$ cat src/rtl/seg_sched_pkg.sv
// Shared types and helpers for the seven-segment display scheduler.
package seg_sched_pkg;

    localparam int unsigned NUM_DIGITS = 4;
    localparam int unsigned DIGIT_W    = 4;
    localparam int unsigned WORD_W     = NUM_DIGITS * DIGIT_W;
    localparam int unsigned SCLK_W     = $clog2(NUM_DIGITS);
    localparam int unsigned MAX_SRC    = 8;
    localparam int unsigned IDX_W      = 3;

    typedef enum logic [1:0] {
        ST_IDLE   = 2'd0,
        ST_SHOW   = 2'd1,
        ST_SWITCH = 2'd2
    } state_e;

    // First valid index after cur (wrapping); cur itself is tried last, so with
    // cur = n-1 this returns the lowest valid index. Returns cur if none valid.
    function automatic logic [IDX_W-1:0] rr_next(input logic [MAX_SRC-1:0] valid,
                                                 input logic [IDX_W-1:0]   cur,
                                                 input int unsigned        n);
        logic [IDX_W-1:0] res;
        logic             found;
        int unsigned      idx;
        res   = cur;
        found = 1'b0;
        for (int unsigned k = 1; k <= MAX_SRC; k++) begin
            idx = (32'(cur) + k) % n;
            if (k <= n && !found && valid[idx[IDX_W-1:0]]) begin
                res   = idx[IDX_W-1:0];
                found = 1'b1;
            end
        end
        return res;
    endfunction

    // Bit k set when all nibbles from k upward are zero; digit 0 never blanks.
    function automatic logic [NUM_DIGITS-1:0] lead_zero_mask(input logic [WORD_W-1:0] w);
        logic [NUM_DIGITS-1:0] m;
        m = '0;
        for (int unsigned k = 1; k < NUM_DIGITS; k++) begin
            m[k] = ((w >> (k * DIGIT_W)) == '0);
        end
        return m;
    endfunction

endpackage

$ cat src/rtl/seg_scan_timer.sv
// Digit-scan prescaler: produces the scan tick, frame boundary and digit index.
module seg_scan_timer
    import seg_sched_pkg::*;
#(
    parameter int unsigned SCAN_DIV = 50000
) (
    input  logic              clk_i,
    input  logic              rst_i,
    output logic              tick_c_o,
    output logic              fb_c_o,
    output logic [SCLK_W-1:0] sclk_o
);

    localparam int unsigned PRE_W = (SCAN_DIV > 1) ? $clog2(SCAN_DIV) : 1;

    logic [PRE_W-1:0]  presc_q, presc_d;
    logic [SCLK_W-1:0] sclk_q, sclk_d;

    assign tick_c_o = (presc_q == PRE_W'(SCAN_DIV - 1));
    assign fb_c_o   = tick_c_o && (sclk_q == SCLK_W'(NUM_DIGITS - 1));
    assign sclk_o   = sclk_q;

    always_comb begin
        presc_d = presc_q + PRE_W'(1);
        sclk_d  = sclk_q;
        if (tick_c_o) begin
            presc_d = '0;
            sclk_d  = sclk_q + SCLK_W'(1);
        end
    end

    always_ff @(posedge clk_i or posedge rst_i) begin
        if (rst_i) begin
            presc_q <= '0;
            sclk_q  <= '0;
        end else begin
            presc_q <= presc_d;
            sclk_q  <= sclk_d;
        end
    end

endmodule

$ cat src/rtl/seg_display_scheduler.sv
// Round-robin time-sharing of a 4-digit display among N_SRC sources, frame-aligned.
// Optional leading-zero blanking enabled by defining SEG_SCHED_BLANK_EN.
module seg_display_scheduler
    import seg_sched_pkg::*;
#(
    parameter int unsigned N_SRC        = 4,
    parameter int unsigned SCAN_DIV     = 50000,
    parameter int unsigned DWELL_FRAMES = 1000,
    localparam int unsigned SEL_W       = $clog2(N_SRC)
) (
    input  logic                    clk_i,
    input  logic                    rst_i,
    input  logic [N_SRC-1:0]        src_valid_i,
    input  logic [WORD_W*N_SRC-1:0] src_data_i,
    output logic [N_SRC-1:0]        src_ack_o,
    input  logic                    freeze_i,
    output logic [SCLK_W-1:0]       sclk_o,
    output logic [WORD_W-1:0]       display_o,
    output logic [SEL_W-1:0]        src_sel_o,
    output logic [NUM_DIGITS-1:0]   blank_mask_o
);

    localparam int unsigned DWELL_W = (DWELL_FRAMES > 1) ? $clog2(DWELL_FRAMES) : 1;

    logic tick_c, fb_c, latch_c;

    state_e              state_q, state_d;
    logic [SEL_W-1:0]    sel_q, sel_d;
    logic [DWELL_W-1:0]  dwell_q, dwell_d;
    logic [WORD_W-1:0]   disp_q, disp_d;
    logic [N_SRC-1:0]    ack_q, ack_d;
    logic [MAX_SRC-1:0]  valid_c;
    logic [WORD_W-1:0]   words_c [N_SRC];

    seg_scan_timer #(.SCAN_DIV(SCAN_DIV)) u_timer (
        .clk_i    (clk_i),
        .rst_i    (rst_i),
        .tick_c_o (tick_c),
        .fb_c_o   (fb_c),
        .sclk_o   (sclk_o)
    );

    assign valid_c = MAX_SRC'(src_valid_i);

    always_comb begin
        for (int unsigned i = 0; i < N_SRC; i++) begin
            words_c[i] = src_data_i[i*WORD_W +: WORD_W];
        end
    end

    // Scheduler FSM: grants, dwell counting and rotation all occur on frame boundaries.
    always_comb begin
        state_d = state_q;
        sel_d   = sel_q;
        dwell_d = dwell_q;
        disp_d  = disp_q;
        ack_d   = '0;
        latch_c = 1'b0;
        case (state_q)
            ST_IDLE: begin
                if (tick_c && fb_c && (|src_valid_i)) begin
                    sel_d   = SEL_W'(rr_next(valid_c, IDX_W'(N_SRC - 1), N_SRC));
                    latch_c = 1'b1;
                    dwell_d = '0;
                    state_d = ST_SHOW;
                end
            end
            ST_SHOW: begin
                if (tick_c && fb_c) begin
                    latch_c = src_valid_i[sel_q];
                    if (dwell_q == DWELL_W'(DWELL_FRAMES - 1)) begin
                        if (!freeze_i) state_d = ST_SWITCH;
                    end else begin
                        dwell_d = dwell_q + DWELL_W'(1);
                    end
                end
            end
            ST_SWITCH: begin
                sel_d   = SEL_W'(rr_next(valid_c, IDX_W'(sel_q), N_SRC));
                dwell_d = '0;
                state_d = ST_SHOW;
            end
            default: state_d = ST_IDLE;
        endcase
        if (latch_c) begin
            disp_d       = words_c[sel_d];
            ack_d[sel_d] = 1'b1;
        end
    end

    always_ff @(posedge clk_i or posedge rst_i) begin
        if (rst_i) begin
            state_q <= ST_IDLE;
            sel_q   <= '0;
            dwell_q <= '0;
            disp_q  <= '0;
            ack_q   <= '0;
        end else begin
            state_q <= state_d;
            sel_q   <= sel_d;
            dwell_q <= dwell_d;
            disp_q  <= disp_d;
            ack_q   <= ack_d;
        end
    end

    assign display_o = disp_q;
    assign src_sel_o = sel_q;
    assign src_ack_o = ack_q;

`ifdef SEG_SCHED_BLANK_EN
    logic [NUM_DIGITS-1:0] blank_q, blank_d;

    always_comb begin
        blank_d = blank_q;
        if (latch_c) blank_d = lead_zero_mask(words_c[sel_d]);
    end

    always_ff @(posedge clk_i or posedge rst_i) begin
        if (rst_i) blank_q <= '0;
        else       blank_q <= blank_d;
    end

    assign blank_mask_o = blank_q;
`else
    assign blank_mask_o = '0;
`endif

endmodule
$ cat config.mk
export PLATFORM = sky130hd
export DESIGN_NAME = seg_display_scheduler
export DESIGN_NICKNAME = d
export VERILOG_FILES = /design/src/rtl/seg_sched_pkg.sv /design/src/rtl/seg_scan_timer.sv /design/src/rtl/seg_display_scheduler.sv
export SDC_FILE = /design/constraint.sdc
export NUM_CORES = 1
export LEC_CHECK = 0
export CAP_MARGIN = 5
export CORE_ASPECT_RATIO = 1.4
export CORE_UTILIZATION = 44
export DETAILED_ROUTE_END_ITERATION = 12
export PLACE_DENSITY = 0.79
export SYNTH_ARGS = -nofsm -noshare
export SYNTH_HDL_FRONTEND = slang
export SYNTH_SLANG_ARGS = --single-unit
$ cat constraint.sdc
create_clock -name clk_i -period 3.2 [get_ports clk_i]
set_input_delay 0.32 -clock clk_i [delete_from_list [all_inputs] [get_ports clk_i]]
set_output_delay 0.32 -clock clk_i [all_outputs]
set_load 0.02 [all_outputs]
==> results of run 1 <==
worst reg2reg max path: stages (launching register included):
cell	delay, ns
dfrtp_1	0.39
or4_4	0.53
or4_1	0.57
o31a_1	0.31
or3_1	0.41
buf_12	0.19
mux2i_2	0.22
mux2i_1	0.10
mux2_2	0.28
what timing repair did:
action	in CTS	in global routing
cloned	0	0
endpoints found under the setup margin	16	17
resized for setup	4	6
cell usage in the layout (no fill, tap or decap), drive strengths merged, types with 2 or more instances in the layout:
master / count
a211oi: 2
clkbuf: 6
or4: 7
nor2: 22
or3: 4
nor3: 11
clkinv: 2
nand4b: 2
nor2b: 8
a21oi: 6
and3: 10
nor4: 4
ha: 3
inv: 6
nand2: 17
xnor2: 6
o21bai: 2
or4bb: 2
and2: 2
o2bb2ai: 16
a221oi: 16
nand2b: 3
nand4: 4
mux2i: 46
mux2: 17
nor3b: 2
o21ai: 12
buf: 34
clkdlybuf4s50: 94
conb: 4
dfrtp: 52
nand3: 7
xor2: 12
Yosys cell counts, types with 2 or more instances:
master / number / area [sq um]
buf_6: 7 / 78.8
nor2b_1: 8 / 50.1
o21ai_1: 2 / 10.0
nor3b_1: 2 / 15.0
and3_1: 9 / 56.3
nor3_1: 9 / 45.0
a21oi_1: 6 / 30.0
clkbuf_2: 2 / 10.0
xor2_1: 12 / 105
ha_1: 3 / 37.5
a221oi_1: 16 / 140
nand3_1: 7 / 35.0
dfrtp_1: 52 / 1300
mux2i_1: 46 / 460
mux2_2: 17 / 191
nand4b_1: 2 / 17.5
nand4_1: 4 / 25.0
o21ai_0: 10 / 50.1
or4bb_1: 2 / 22.5
or4_1: 5 / 37.5
or3_1: 4 / 25.0
nor2_1: 22 / 82.6
clkbuf_1: 7 / 26.3
buf_4: 5 / 37.5
nor4_1: 4 / 25.0
xnor2_1: 6 / 52.6
nand2_1: 17 / 63.8
nand2b_1: 3 / 18.8
and2_1: 2 / 12.5
nor3_2: 2 / 20.0
a211oi_1: 2 / 15.0
o2bb2ai_1: 16 / 140
inv_1: 6 / 22.5
how the worst min path moves through the flow:
stage | endpoint | start
6_report | display_o[14] | display_o[14]
5_1_grt | display_o[14] | display_o[14]
4_1_cts | display_o[14] | display_o[14]
3_5_place_dp | display_o[14] | display_o[14]
3_3_place_gp | display_o[15] | display_o[15]
2_1_floorplan | state_q[1] | freeze_i
flip-flops by register name (all words and copies together) (netlist names):
| register | count |
|---|---|
| state_q | 2 |
| src_sel_o | 2 |
| src_ack_o | 4 |
| dwell_q | 10 |
| u_timer.sclk_o | 2 |
| u_timer.presc_q | 16 |
| display_o | 16 |
through the flow:
stage	power, W	setup TNS (ns)
final	0.00145	0
after global routing	0.00152	0
after CTS	0.00146	0
after detailed placement	0.00102	-3.70
after global placement	0.00101	-3.24
after floorplan	0.000868	0
power groups by stage:
stage               logic, W  clock network [W]  registers (W)
detailed placement  0.000328                  0       0.000687
floorplan           0.000175                  0       0.000693
CTS                 0.000332           0.000456       0.000674
global route        0.000363           0.000479       0.000676
global placement    0.000322                  0       0.000687
finish              0.000333           0.000442       0.000674
kinds of logic (layout without fill, tap and decap cells):
| family | after synthesis | after routing | share of synthesized area [%] |
|---|---|---|---|
| adder cells (fa/ha/maj) | 3 | 3 | 1.09 |
| AO/OA/AOI/OAI | 65 | 65 | 14.4 |
| XOR/XNOR | 18 | 18 | 4.57 |
| flip-flops | 52 | 52 | 37.7 |
| buffers and inverters | 32 | 143 | 5.98 |
| other | 1 | 4 | 0.109 |
| AND/OR/NAND/NOR | 107 | 107 | 17.3 |
| multiplexers | 63 | 63 | 18.9 |
cell type report:
cell class / instances / area share (%)
Clock buffer: 6 / 1.51
Sequential cell: 52 / 27.1
Tap cell: 97 / 2.53
Timing Repair Buffer: 128 / 25.4
Inverter: 7 / 0.547
Multi-Input combinational cell: 260 / 42.1
Clock inverter: 2 / 0.730
layer usage:
layer  vias to the layer above  part of all wire [%]  routed length [um]  global-route usage [%]
li1                       1508                     -                   -                       -
met1                      1445                    41                3550                    24.2
met2                        68                    53                4680                    39.8
met3                        15                   3.5                 306                    4.26
met4                         0                   2.5                 223                    8.24
met5                         -                     0                   0                       0
==> flow_summary.toml, run 1 <==
[timing]
max_freq_mhz = 324
rsz0062_at_grt = "false"
final_hold_viol_count = 0
layout_setup_ws_ns = 0.109
worstMarginPinSlew_ns = 1.06
drv_slew = 0
relSlewSlack_pct = 29.1
min_period_ns = 3.09
fin_crit_sh_pct = 96.6
setup_violations = 0
whs_ns = 0.495
skew_ns = 0.0126

[cells_and_area]
drive_gt1_share_pct = 16.3
area_growth_pct = 39.1
nets = 528
multi_input_area_sq_um = 2020
final_cells = 552
n_fill_cell = 591
fin_util_pct = 64.4
final_area_sq_um = 4800
n_antenna_cell = 0
seq_area_sq_um = 1300

[die]
fp.dieArea_sq_um = 8200
ioPinCount = 99
fp-row-count = 37
start_util_pct = 46.3
die_w_um = 76.8
die_h_um = 107
fp.coreArea_sq_um = 7450

[critical_path]
r2r-end = "display_o[1]"
cp.arrival_ns = 3.29
critPathLaunch = "u_timer.presc_q[11]"
r2r_slack_ns = 0.11
worst_setup_path_start_kind = "flip-flop"
worstSetupEndpoint = "display_o[1]"
crit_chain = "or4_4 -> or4_1 -> o31a_1 -> or3_1 -> buf_12 -> mux2i_2 -> mux2i_1 -> mux2_2"
crit_family = "simple AND/OR/NAND/NOR gates"
r2r_cells = 8
worstSetupPathType = "flip-flop to flip-flop"
worstPathRequired_ns = 3.40
critPathMaxStageDelay_ns = 0.57
cpMaxStageDelayCell = "or4_1"
cp_max_fo = 21
worstSetupPathDepth = 8
r2r_start = "u_timer.presc_q[11]"
critPathCaptureType = "flip-flop"
critical_path_buf_inv_count = 1

[detailed_routing]
drcViolationCount = 0
routed_wirelength_mm = 8.76
drt_iter0_drc = 126
first_pass_iters = 4
ant_nets = 0
vias_per_cell = 5.50
vias = 3036
post_drt_wl_per_cell_um = 15.9

[clock_network]
cts_buffers = 5
clock_path_buffers = 2
cts_sinks = 52
cts_hold_buf = 0
path_clk_slew_ns = 0.10
cts_setup_buffers = 0
cts_tree = "built"
root_buffer = "clkbuf_8"
htree_levels = 2
clock_latency_ns = 0.30

[power]
internal_power_w = 0.00108
p_comb_share_pct = 23.0
power_frac_seq_pct = 46.5
leakagePower_nw = 2.10
p_per_area_nw_per_um2 = 302
vdd_drop_max_v = 0.000279
switching_share_pct = 25.5
p_sw_w = 0.000369
clkPwrFrac_pct = 30.5

[global_routing]
grt_pass1_vias = 3095
grtUsageTotal_pct = 21.6
grt_pass1_wl_mm = 14.2
antenna_found_initial = 0
overflow = 0
grt_max_degree = 53

[synth]
yosysSeqAreaShare_pct = 37.7
synth_area_sq_um = 3450
synth-main-ff-cell = "dfrtp_1"
yosysUniqueCellTypes = 57
avgSynthCellArea_sq_um = 10.1
ys_async_sr_fraction_pct = 100
synthCells = 341
synth_edf_count = 0
synth_seq_cells = 52
yosysWarningCount = 0

[job]
maxCapViolCount = 0

[outcome]
status = "finished clean"

[placed_design]
placed_cell_area_sq_um = 4640
pre_cts_ws_ns = -0.353
globalplace.congestion = 0.825
dpl.cell_count = 544
hpwl_mm = 6.69
portBuffers = 94

[worst_hold_path]
hold_depth = 2
min_path_type = "flip-flop to flip-flop"
Power figures use the tool's default switching activity.
==> run 2: changes to the inputs <==
SLEW_MARGIN = 20   (was default)
==> run 2 against run 1 <==
- non-clock buffer count is the same
- sequential power hardly changed
- global-route usage increased by 0.12 points
- hold slack got worse by 0.019 ns
- via count is 2.4% higher
- setup slack worse by 0.0012 ns
- utilization is 0.10 points higher
- sequential share of layout area about the same
- clock power grew 0.9%
- maximum frequency hardly changed
- highest routed layer unchanged
- sequential cell count did not move
- routed wire length rose by 2.4%
==> flow_summary.toml, run 2 (synthesis gave the netlist of run 1 again) <==
[outcome]
status = "finished clean"

[die]
start_util_pct = 46.3
die_h_um = 107
fp.dieArea_sq_um = 8200
fp.coreArea_sq_um = 7450
fp-row-count = 37
die_w_um = 76.8
ioPinCount = 99

[cells_and_area]
drive_gt1_share_pct = 16.5
mostFrequentLayoutCells = "94 x clkdlybuf4s50_1, 52 x dfrtp_1, 46 x mux2i_1, 32 x buf_4, 21 x nor2_1"
final_cells = 552
layout_commonest_cell = "clkdlybuf4s50_1"
area_growth_pct = 39.4
final_area_sq_um = 4810
nets = 528
n_antenna_cell = 0

[timing]
setup_violations = 0
skew_ns = 0.0110
fin_crit_sh_pct = 96.6
relSlewSlack_pct = 41.4
final_hold_viol_count = 0
drv_slew = 0
min_period_ns = 3.09
max_freq_mhz = 323
whs_ns = 0.475
worstMarginPinSlew_ns = 0.879

[power]
switching_share_pct = 25.9
p_sw_w = 0.000377
vdd_drop_max_v = 0.000255
p_per_area_nw_per_um2 = 303
internal_power_w = 0.00108
p_comb_share_pct = 23.1
clkPwrFrac_pct = 30.6
power_frac_seq_pct = 46.3
leakagePower_nw = 2.10

[clock_network]
cts_resized = 3
clock_latency_ns = 0.30
path_clk_slew_ns = 0.09
root_buffer = "clkbuf_8"
cts_sinks = 52
cts_setup_buffers = 0
clock_path_buffers = 2
cts_buffers = 5
htree_levels = 2
cts_tree = "built"
cts_hold_buf = 0

[detailed_routing]
routed_wirelength_mm = 8.97
post_drt_wl_per_cell_um = 16.3
first_pass_iters = 4
vias = 3110
drcViolationCount = 0
vias_per_cell = 5.63
ant_nets = 0
drt_iter0_drc = 184

[critical_path]
worstSetupPathDepth = 8
critPathLaunch = "u_timer.presc_q[11]"
critPathCaptureType = "flip-flop"
worstSetupPathType = "flip-flop to flip-flop"
worstPathRequired_ns = 3.39
crit_chain = "or4_4 -> or4_1 -> o31a_1 -> or3_1 -> buf_12 -> mux2i_1 -> mux2i_1 -> mux2_2"
worst_setup_path_start_kind = "flip-flop"
cp_common_cell = "mux2i_1"
r2r_slack_ns = 0.11
cpMaxStageDelayCell = "or4_1"
crit_family = "simple AND/OR/NAND/NOR gates"
critical_path_buf_inv_count = 1
cp.arrival_ns = 3.28
r2r_cells = 8
r2r_start = "u_timer.presc_q[11]"
cp_max_fo = 21
worstSetupEndpoint = "display_o[11]"
critPathMaxStageDelay_ns = 0.56
r2r-end = "display_o[11]"

[placed_design]
portBuffers = 94
hpwl_mm = 6.75
globalplace.congestion = 0.825
placed_cell_area_sq_um = 4650
dpl.cell_count = 544

[global_routing]
grt_pass1_wl_mm = 14.2
overflow = 0
grt_max_degree = 53
grtUsageTotal_pct = 21.7
grt_pass1_vias = 3032
antenna_found_initial = 0

[worst_hold_path]
min_path_type = "input pin to asynchronous set/reset pin"

[job]
maxCapViolCount = 0
run 2: layer usage:
layer	wire length, um	GRT usage (%)
met1	3600	25.3
met3	356	2.81
met2	4810	40.8
met5	0	0
met4	198	6.46
run 2: worst register-to-register path, stage by stage (launching register included):
cell,delay [ns]
dfrtp_1,0.39
or4_4,0.54
or4_1,0.56
o31a_1,0.31
or3_1,0.40
buf_12,0.19
mux2i_1,0.22
mux2i_1,0.09
mux2_2,0.28
run 2: cell type report:
class                   instances  area, sq um
well taps                      97          121
clock inverters                 3         42.5
fillers                       577         2650
multi-input cells             260         2020
flip-flops and latches         52         1300
inverters                       7         27.5
repair buffers                128         1220
clock buffers                   5         68.8
run 2: per-stage QoR:
step	total power (W)	worst slack [ns]	util [%]	TNS [ns]
floorplan	0.000868	0.163	-	0
global placement	0.00101	-0.328	62.3	-3.24
detailed placement	0.00102	-0.0731	62.3	-0.212
CTS	0.00147	0.0231	64.1	0
global route	0.00152	-0.0447	64.5	-0.0447
finish	0.00146	0.108	64.5	0
run 2: power groups by stage:
stage / registers (W) / clock network [W] / logic (W)
after floorplan: 0.000693 / 0 / 0.000175
after global placement: 0.000687 / 0 / 0.000322
after detailed placement: 0.000687 / 0 / 0.000329
after CTS: 0.000674 / 0.000465 / 0.000333
after global routing: 0.000675 / 0.000485 / 0.000364
final: 0.000674 / 0.000446 / 0.000336
run 2: worst min path at each step:
stage	startpoint	to	slack [ns]	cells after the start
2_1_floorplan	freeze_i	state_q[1]	0.39	1
5_1_grt	display_o[14]	display_o[14]	0.51	2
6_report	rst_i	src_ack_o[0]	0.48	2
3_5_place_dp	display_o[14]	display_o[14]	0.48	2
4_1_cts	display_o[14]	display_o[14]	0.50	2
3_3_place_gp	display_o[15]	display_o[15]	0.47	2
